[src/rtl/dac_pkg.sv]
// Shared widths, full-scale code, FSM state enum and segment payload for the
// DAC segment decoder.
package dac_pkg;

   localparam int unsigned LSB_W    = 8;
   localparam int unsigned THERM_W  = 17;
   localparam int unsigned MSB_W    = 5;
   localparam int unsigned CODE_W   = 13;
   localparam int unsigned CODE_MAX = 4607;

   typedef enum logic [1:0] {
      ST_OFF      = 2'd0,
      ST_WAKE     = 2'd1,
      ST_ACTIVE   = 2'd2,
      ST_SHUTDOWN = 2'd3
   } state_t;

   typedef struct packed {
      logic [THERM_W-1:0] therm;
      logic [LSB_W-1:0]   lsb;
   } seg_t;

   // Clamp a code to the full-scale value.
   function automatic logic [CODE_W-1:0] saturate(input logic [CODE_W-1:0] code,
                                                   input logic [CODE_W-1:0] max_code);
      return (code > max_code) ? max_code : code;
   endfunction

endpackage

[src/rtl/dac_segment_decoder_therm_encoder.sv]
// Binary-to-thermometer conversion of the MSB segment: bit i set for all i < bin.
module therm_encoder
   import dac_pkg::*;
(
   input  logic [MSB_W-1:0]   bin,
   output logic [THERM_W-1:0] therm_c
);

   always_comb begin
      therm_c = '0;
      for (int i = 0; i < int'(THERM_W); i++) begin
         therm_c[i] = (bin > MSB_W'(i));
      end
   end

endmodule

[src/rtl/dac_segment_decoder.sv]
// Power-sequenced segment decoder: saturates accepted codes, splits them into a
// binary LSB segment and a thermometer MSB segment, with complementary outputs.
module dac_segment_decoder #(
   parameter int unsigned WAKE_CYCLES = 16,
   parameter int unsigned CODE_MAX    = dac_pkg::CODE_MAX
) (
   input  logic                         clk,
   input  logic                         rst,
   input  logic                         en,
   input  logic [dac_pkg::CODE_W-1:0]   code_in,
   input  logic                         code_valid,
   output logic                         code_ready,
   output logic [dac_pkg::LSB_W-1:0]    datain,
   output logic [dac_pkg::LSB_W-1:0]    datainb,
   output logic [dac_pkg::THERM_W-1:0]  datatherm,
   output logic [dac_pkg::THERM_W-1:0]  datathermb,
   output logic                         pdb,
   output logic                         sat
);

   import dac_pkg::*;

   localparam int unsigned WCNT_W = (WAKE_CYCLES > 1) ? $clog2(WAKE_CYCLES) : 1;
   localparam logic [WCNT_W-1:0] WAKE_LAST = WCNT_W'(WAKE_CYCLES - 1);
   localparam logic [CODE_W-1:0] MAX_CODE  = CODE_W'(CODE_MAX);

   state_t              state, state_nx;
   logic [WCNT_W-1:0]   wake_cnt, wake_cnt_nx;
   logic                sd_cnt, sd_cnt_nx;
   logic                pdb_nx, ready_nx;

   logic                transfer_c;
   logic [CODE_W-1:0]   stage1, stage1_nx;
   logic [THERM_W-1:0]  therm_c;
   seg_t                seg_q, segb_q, seg_nx;

   // State and sequencing registers
   always_ff @(posedge clk) begin
      if (rst) begin
         state      <= ST_OFF;
         wake_cnt   <= '0;
         sd_cnt     <= 1'b0;
         pdb        <= 1'b0;
         code_ready <= 1'b0;
      end else begin
         state      <= state_nx;
         wake_cnt   <= wake_cnt_nx;
         sd_cnt     <= sd_cnt_nx;
         pdb        <= pdb_nx;
         code_ready <= ready_nx;
      end
   end

   // Next state; pdb/code_ready are registered copies of the next state's decode
   always_comb begin
      state_nx    = state;
      wake_cnt_nx = wake_cnt;
      sd_cnt_nx   = 1'b0;
      case (state)
         ST_OFF: begin
            if (en) state_nx = ST_WAKE;
         end
         ST_WAKE: begin
            if (!en) begin
               state_nx    = ST_OFF;
               wake_cnt_nx = '0;
            end else if (wake_cnt == WAKE_LAST) begin
               state_nx    = ST_ACTIVE;
               wake_cnt_nx = '0;
            end else begin
               wake_cnt_nx = wake_cnt + WCNT_W'(1);
            end
         end
         ST_ACTIVE: begin
            if (!en) state_nx = ST_SHUTDOWN;
         end
         ST_SHUTDOWN: begin
            if (sd_cnt) state_nx = ST_OFF;
            else        sd_cnt_nx = 1'b1;
         end
         default: state_nx = ST_OFF;
      endcase
      pdb_nx   = (state_nx != ST_OFF);
      ready_nx = (state_nx == ST_ACTIVE);
   end

   assign transfer_c = code_valid && code_ready;

   // Stage 1 holds its code only while active; any other state feeds zero code
   always_comb begin
      stage1_nx = '0;
      if (transfer_c)              stage1_nx = saturate(code_in, MAX_CODE);
      else if (state == ST_ACTIVE) stage1_nx = stage1;
   end

   therm_encoder u_therm (
      .bin     (stage1[CODE_W-1:LSB_W]),
      .therm_c (therm_c)
   );

   assign seg_nx.lsb   = stage1[LSB_W-1:0];
   assign seg_nx.therm = therm_c;

   // Saturate stage, then decode stage with complementary copies
   always_ff @(posedge clk) begin
      if (rst) begin
         stage1 <= '0;
         sat    <= 1'b0;
         seg_q  <= '0;
         segb_q <= '1;
      end else begin
         stage1 <= stage1_nx;
         if (transfer_c) sat <= (code_in > MAX_CODE);
         seg_q  <= seg_nx;
         segb_q <= ~seg_nx;
      end
   end

   assign datain     = seg_q.lsb;
   assign datatherm  = seg_q.therm;
   assign datainb    = segb_q.lsb;
   assign datathermb = segb_q.therm;

endmodule

[config.mk]
export PLATFORM = sky130hd
export DESIGN_NAME = dac_segment_decoder
export DESIGN_NICKNAME = d
export VERILOG_FILES = /design/src/rtl/dac_pkg.sv /design/src/rtl/dac_segment_decoder_therm_encoder.sv /design/src/rtl/dac_segment_decoder.sv
export SDC_FILE = /design/constraint.sdc
export NUM_CORES = 1
export LEC_CHECK = 0
export CORE_MARGIN = 10
export CORE_UTILIZATION = 41
export DETAILED_ROUTE_END_ITERATION = 6
export HOLD_SLACK_MARGIN = 0.1
export PLACE_DENSITY_LB_ADDON = 0.15
export SYNTH_ARGS = -nofsm -noshare
export SYNTH_HDL_FRONTEND = slang
export SYNTH_SLANG_ARGS = --single-unit
[constraint.sdc]
create_clock -name clk -period 1.2 [get_ports clk]
set_input_delay 0.24 -clock clk [delete_from_list [all_inputs] [get_ports clk]]
set_output_delay 0.24 -clock clk [all_outputs]
set_load 0.005 [all_outputs]
# Word level (Yosys, flattened, before mapping)
# Cells that the tools add are included.
[classes] n_addsub=1 order_cmp=18 eq_ne=6 muxes=12 n_bitwise=2 n_reduce_logical=4
[op_table] op="> comparator 5 x 4 -> 1 bit (second input constant)" n=8
[op_table] op="2-to-1 mux 13 bit" n=3
[op_table] op="inverter 25 bit" n=1
[op_table] op="> comparator 5 x 3 -> 1 bit (second input constant)" n=4
[op_table] op="> comparator 13 bit (second input constant)" n=1
[op_table] op="> comparator 5 x 1 -> 1 bit (second input constant)" n=2
[op_table] op="> comparator 5 x 2 -> 1 bit (second input constant)" n=2
[op_table] op="2-to-1 mux 2 bit" n=5
[op_table] op="2-to-1 mux 4 bit" n=2
[op_table] op="one-hot mux 2 bit (4 select lines)" n=1
[op_table] op="equality test 2 bit (second input constant)" n=3
[op_table] op="> comparator 5 bit (second input constant)" n=1
[op_table] op="adder 4 x 1 -> 4 bit (second input constant)" n=1
[op_table] op="equality test 4 bit (second input constant)" n=1
[op_table] op="equality test 2 x 1 -> 1 bit (second input constant)" n=1
[op_table] op="zero test 2 bit" n=1
[op_table] op="inequality test 2 bit (second input constant)" n=1
[op_table] op="nonzero test 2 bit" n=1
[op_table] op="OR reduction 2 bit" n=1
[op_table] op="logical AND 1 bit" n=1
[op_table] op="2-to-1 mux 1 bit" n=1
[op_table] op="inverter 1 bit" n=1
[word_totals] regBits=73 out_inout_bits=53

# Longest topological paths before layout
# Gate-level depths: netlist (run 1).
[depth] ltp_word=5 mapped_depth=5 mapped_depth_nobuf=4

# Modules after synthesis
# From an unflattened synthesis (run 1), not the netlist that was laid out.
[unflattened] hier_cells=239 area_unflattened_um2=2388.5
[by_module_without_submodules] module="dac_segment_decoder" n_inst=1 cells_each=209 area_each_um2=2225.9 seq_area_each_um2=1461.4
[by_module_without_submodules] module="therm_encoder" n_inst=1 cells_each=30 area_each_um2=162.7 seq_area_each_um2=0.0

# Worst setup path before layout (run 1)
# OpenSTA, ideal clock, no wires.
[synth_timing] kind="reg2reg" start="register wake_cnt[0]" end="register wake_cnt[0]" setup_time_ns=0.071 t_arrival_ns=1.076 slack_ns=0.053 stages_incl_launch_ff=5 period_less_slack_ns=1.147 path_cell_list="dfxtp_1 > ha_1 > nand3_1 > or3b_1 > a21oi_1"
[synth_between] elab_chain_cells=3 elab_cells_between_ends=4 cone_classes="1 x add/sub; 1 x eq/ne; 2 x mux"
[synth_lines] element="start, declared" line="dac_segment_decoder.sv:28" rtl="logic [WCNT_W-1:0] wake_cnt, wake_cnt_nx;"
[synth_lines] element="start signal, assigned" line="dac_segment_decoder.sv:47" rtl="wake_cnt <= wake_cnt_nx;"
[synth_lines] element="adder 4 x 1 -> 4 bit / equality test 4 bit (equally long branches)" line="dac_segment_decoder.sv:71, dac_segment_decoder.sv:67"
[synth_lines] element="2-to-1 mux 4 bit *" line="dac_segment_decoder.sv:67" rtl="end else if (wake_cnt == WAKE_LAST) begin"
[synth_lines] element="2-to-1 mux 4 bit *" line="dac_segment_decoder.sv:64" rtl="if (!en) begin"
# Every way passes the cells marked *; elsewhere a longest branch is shown, timed or not.
# A chain may end at the register's enable or synchronous reset.

# Worst setup path after layout (run 1)
# Same ends and word-level chain as after synthesis.

==> impl_metrics.py, run 1 <==
metrics = {
    "worst_setup_path": {
        "crit_fanout": 4,
        "crit_type": "flop to flop",
        "endpoint_kind": "flop",
        "critical_path_arrival_ps": 1440,
        "critPathLaunchType": "flop",
        "cp.required_ps": 1470,
    },
    "global_routing": {
        "grt-ovfl-total": 0,
        "grt_use_total": 0.1136,
        "use_met3": 0.06075,
        "antenna_found_initial": 0,
        "grt_pass1_vias": 1621,
        "met1_usage": 0.1152,
        "met2_usage": 0.1756,
        "grt_pass1_wl_microns": 7824,
        "grt_max_degree": 20,
        "busiest_layer": "met2",
    },
    "clocking": {
        "cts_root_buf": "clkbuf_8",
        "clk_pin_slew_worst_paths_ps": 70,
        "h-tree-depth": 3,
        "cts.sinks": 73,
        "cts_tree": "built",
        "cts_buffer_depth": 2,
        "cts_hold_buf": 0,
        "clock_latency_ps": 330,
        "numCtsBuffers": 9,
    },
    "route": {
        "wirelength_microns": 5038,
        "dr.pass1.iters": 4,
        "drc": 0,
        "ant_nets": 0,
        "drtIter0Drc": 44,
        "routed_via_density": 4.499,
        "wire_per_inst_microns": 13.02,
        "vias": 1741,
    },
    "layout": {
        "layout_common_cells": "dfxtp_1 (71), dlygate4sd2_1 (52), inv_1 (25)",
        "syn2layout_area_growth_pct": 45.60,
        "diodes": 0,
        "fin_area_sq_mm": 0.003288,
        "drive_above_1_share": 0.1451,
        "final_core_util": 0.6278,
        "mostFrequentLayoutCell": "dfxtp_1",
        "nets": 330,
    },
    "logic_synthesis": {
        "synthTopCellsByArea": "dfxtp_1 (65%), inv_1 (4.2%), nor2_1 (3.8%)",
        "ys_ff_latch": 73,
        "synthCells": 224,
        "yosysSeqAreaShare": 0.6471,
        "syn_area_sq_mm": 0.002258,
        "synth_top_area_frac": 0.6471,
        "synth_warnings": 0,
        "synth_largest_area_cell": "dfxtp_1",
        "synth_cell_type_count": 35,
        "postSynthAreaPerCell_sq_um": 10.08,
        "synthesis.nets": 242,
    },
    "sta": {
        "min_period_ps": 1170,
        "finalCritPeriodShare": 0.9752,
        "hold_viol": 0,
        "worst_pin_slew_ps": 347.3,
        "grt_setup_unrepaired": "true",
        "setup_viol": 0,
        "slew_violations": 0,
        "fmax_mhz": 854.6,
        "clock_skew_ps": 4.280,
        "slew_headroom": 0.7682,
    },
    "place": {
        "dpl_cell_area_sq_mm": 0.003126,
        "port_buffers": 69,
        "routabilityCongestion": 0.7550,
        "dp_hpwl_microns": 3759,
    },
    "floorplanning": {
        "row_count": 26,
        "dieWidth_microns": 94.22,
        "die_y_microns": 94.22,
        "die_area_sq_mm": 0.008877,
        "coreArea_sq_mm": 0.005238,
        "start_util": 0.4312,
        "num_io_pins": 70,
    },
    "power": {
        "power.density_mw_per_mm2": 1379,
        "peakVddDrop_v": 0.0006280,
        "leakagePower_uw": 0.001384,
    },
    "status": {
        "outcome": "finished, final reports clean",
    },
    "hold_path": {
        "hold_path.class": "flop to flop",
    },
    "job": {
        "cap_viol_max_count": 0,
    },
}
## critical path, stage by stage (launching register included)
cell     delay [ps]
dfxtp_1         320
ha_2            210
nand3_2          90
or3b_1          370
a21oi_2         130
## layout make-up
class | count | area [sq um]
Timing Repair Buffer | 90 | 783.3
Sequential cell | 73 | 1464
Clock buffer | 14 | 172.7
Multi-Input combinational cell | 113 | 651.9
Tap cell | 70 | 87.58
Fill cell | 485 | 1949
Inverter | 25 | 93.84
Clock inverter | 2 | 35.03
## path summary, 6_finish.rpt
kind	cells after the start	slack [ps]	startpoint	end
setup / recovery	4	30	wake_cnt[0]	wake_cnt[0]
hold / removal	1	420	sd_cnt	sd_cnt
setup reg to reg	4	30	wake_cnt[0]	wake_cnt[0]
hold reg to reg	1	420	sd_cnt	sd_cnt
## metrics by stage
step	TNS [ps]	setup WS [ps]	power [uW]	cells	hold WS [ps]
final	0	29.80	4534	387	419.9
after global routing	-7.890	-4.620	4702	387	442.6
after CTS	0	5.132	4584	387	425.6
after detailed placement	-7646	-291.8	2634	371	415.1
after global placement	-7544	-245.2	2634	371	405.6
after floorplan	0	53.34	2537	224	323.1
## per-layer routing
metal / up-vias / routed length (microns)
li1: 908 / -
met1: 777 / 2108
met2: 46 / 2329
met3: 10 / 483
met4: 0 / 116
met5: - / 0
## where the power goes
part / internal (uW) / switching (uW) / total [uW]
Clock: 1130 / 823 / 1950
Combinational: 86.7 / 64.0 / 151
Sequential: 2430 / 2.84 / 2430
## sequential cells by signal, summed over array words and instances (netlist names)
register / cells
wake_cnt: 4
stage1: 13
pdb: 1
sat: 1
datain: 8
datathermb: 17
code_ready: 1
state: 2
sd_cnt: 1
datatherm: 17
datainb: 8
## kinds of logic after synthesis
family,after synthesis,synth area share
fa+ha+maj,1,0.005539
buf+inv,38,0.07202
simple gates,71,0.1607
flops,73,0.6471
compound gates,41,0.1147
## Yosys cell counts
cell type,n
o32ai_1,2
a32oi_1,2
and3b_1,2
a21oi_1,15
and2b_1,1
or2_2,4
nor3_1,2
or3b_1,2
inv_1,25
a41oi_1,1
nand2_1,12
buf_1,1
o31a_1,2
o21ai_1,1
dfxtp_1,73
buf_2,10
o21bai_1,1
nand2b_1,6
buf_6,1
o21a_1,1
o21ai_0,2
a31oi_1,2
nand4b_1,1
a21o_1,1
ha_1,1
o22ai_1,9
o31ai_1,1
nor2b_1,8
clkbuf_1,1
nand3b_1,1
nor2_1,23
nand3_1,5
or3_1,2
nand4_1,2
a2bb2oi_1,1
## timing repair
item                                    in CTS  in global routing
buffers inserted                             0                  0
resized for setup                           55                  6
endpoints found under the setup margin      54                 14
pin swaps                                    1                  0
No activity file was read; power rests on OpenSTA's default activity.
==> run 2, diff against run 1 <==
- CTS_CLUSTER_DIAMETER: not set -> 150
- MAX_ROUTING_LAYER: not set -> met4
- SKIP_LAST_GASP: not set -> 1
==> run 2 against run 1 <==
Compared with the run above: cell count unchanged; via count down 0.57%; first-iteration DRC count up 11%; clock power about the same; wire length down 0.42%; sequential power about the same; highest routed layer unchanged; core utilization down 0.096 points; largest cell class unchanged; hold slack about the same; combinational power about the same; largest power group unchanged.
==> impl_metrics.py, run 2 (synthesis results as in run 1) <==
metrics = {
    "global_routing": {
        "met1_usage": 0.1213,
        "grt_use_total": 0.1163,
        "grt_max_degree": 20,
        "busiest_layer": "met2",
        "grt_pass1_vias": 1624,
        "grt-ovfl-total": 0,
        "grt_pass1_wl_microns": 7803,
        "met2_usage": 0.1756,
        "antenna_found_initial": 0,
        "use_met3": 0.04796,
    },
    "route": {
        "wire_per_inst_microns": 12.96,
        "routed_via_density": 4.473,
        "drc": 0,
        "wirelength_microns": 5017,
        "dr.pass1.iters": 4,
        "vias": 1731,
        "drtIter0Drc": 49,
        "ant_nets": 0,
    },
    "sta": {
        "slew_violations": 0,
        "grt_setup_unrepaired": "true",
        "setup_viol": 0,
        "fin_ws_ps": 11.13,
        "worst_pin_slew_ps": 348.6,
        "min_period_ps": 1189,
        "finalCritPeriodShare": 0.9907,
        "clock_skew_ps": 4.417,
        "slew_headroom": 0.7673,
        "fmax_mhz": 841.1,
        "hold_viol": 0,
    },
    "hold_path": {
        "hold_start": "sd_cnt",
        "hold_path.class": "flop to flop",
        "whs_path_depth": 1,
    },
    "layout": {
        "drive_above_1_share": 0.1420,
        "syn2layout_area_growth_pct": 45.37,
        "fillers": 485,
        "seq_area_sq_mm": 0.001464,
        "mostFrequentLayoutCell": "dfxtp_1",
        "multi_input_area_sq_um": 646.9,
        "nets": 330,
        "final_core_util": 0.6269,
        "diodes": 0,
        "layout_common_cells": "dfxtp_1 (71), dlygate4sd2_1 (52), inv_1 (25)",
    },
    "place": {
        "dp_hpwl_microns": 3759,
        "routabilityCongestion": 0.7647,
        "pre_cts_ws_ps": -291.8,
        "port_buffers": 69,
    },
    "clocking": {
        "cts_setup_buffers": 0,
        "cts_root_buf": "clkbuf_8",
        "h-tree-depth": 3,
        "clock_latency_ps": 330,
        "cts_tree": "built",
        "cts.sinks": 73,
        "cts_buffer_depth": 2,
        "numCtsBuffers": 9,
        "cts_hold_buf": 0,
        "clk_pin_slew_worst_paths_ps": 70,
    },
    "worst_setup_path": {
        "crit_fanout": 4,
        "critical_path_arrival_ps": 1460,
        "critPathLaunchType": "flop",
        "worst_r2r_path_depth": 4,
        "crit_type": "flop to flop",
        "critPathLaunch": "wake_cnt[0]",
        "r2r_start": "wake_cnt[0]",
        "slowest_delay_ps": 370,
        "cp.required_ps": 1470,
        "path_cells": "ha_2 -> nand3_1 -> or3b_1 -> a21oi_2",
        "endpoint_kind": "flop",
        "slowest_stage": "or3b_1",
    },
    "floorplanning": {
        "coreArea_sq_mm": 0.005238,
        "num_io_pins": 70,
        "dieWidth_microns": 94.22,
        "start_util": 0.4312,
        "die_area_sq_mm": 0.008877,
        "die_y_microns": 94.22,
        "row_count": 26,
    },
    "power": {
        "power.density_mw_per_mm2": 1380,
        "p_total_uw": 4530,
        "leakagePower_uw": 0.001384,
        "peakVddDrop_v": 0.0006234,
    },
    "job": {
        "cap_viol_max_count": 0,
    },
    "status": {
        "outcome": "finished, final reports clean",
    },
}
==> run 2: cell counts in the layout (fill, tap and decap cells not counted) <==
Identical to the previous run, type by type.
==> run 2: what timing repair did <==
action                                  in CTS  in global routing
pin swaps                                    1                  0
gates resized for setup                     54                  6
endpoints found under the setup margin      54                 15
==> run 2: through the flow <==
stage	hold WS, ps	TNS, ps	instance area (sq um)	instances
6_report	419.9	0	3283	387
5_1_grt	442.6	-32.61	3283	387
4_1_cts	425.6	-26.22	3269	387
3_5_place_dp	415.1	-7646	3126	371
3_3_place_gp	405.6	-7544	3126	371
2_1_floorplan	323.1	0	2258	224
==> run 2: area by class of cell <==
| type | instances | area share |
|---|---|---|
| Clock buffer | 14 | 0.05259 |
| Clock inverter | 2 | 0.01067 |
| Inverter | 25 | 0.02858 |
| Multi-Input combinational cell | 113 | 0.1970 |
| Sequential cell | 73 | 0.4459 |
| Tap cell | 70 | 0.02668 |
| Timing Repair Buffer | 90 | 0.2386 |
==> run 2: worst paths after layout <==
| check | end | slack [ps] |
|---|---|---|
| hold reg to reg | sd_cnt | 420 |
| hold / removal | sd_cnt | 420 |
| setup / recovery | wake_cnt[0] | 10 |
| setup reg to reg | wake_cnt[0] | 10 |
==> run 2: critical path, delay by kind of cell (launching register included) <==
family / cells / cell delay [ps]
AOI/OAI and AO/OA: 1 / 130
adders and majority gates: 1 / 200
DFF: 1 / 320
and+or+nand+nor: 2 / 470
==> run 2: power by group <==
group          switching [uW]  internal, uW
sequential               2.88          2430
clock                     820          1130
combinational            63.9          86.7
total                     886          3640
==> run 2: per-layer routing <==
metal | wire length, microns | vias up
met4 | 99 | 0
met2 | 2341 | 48
met3 | 384 | 9
met5 | 0 | -
li1 | - | 906
met1 | 2190 | 768
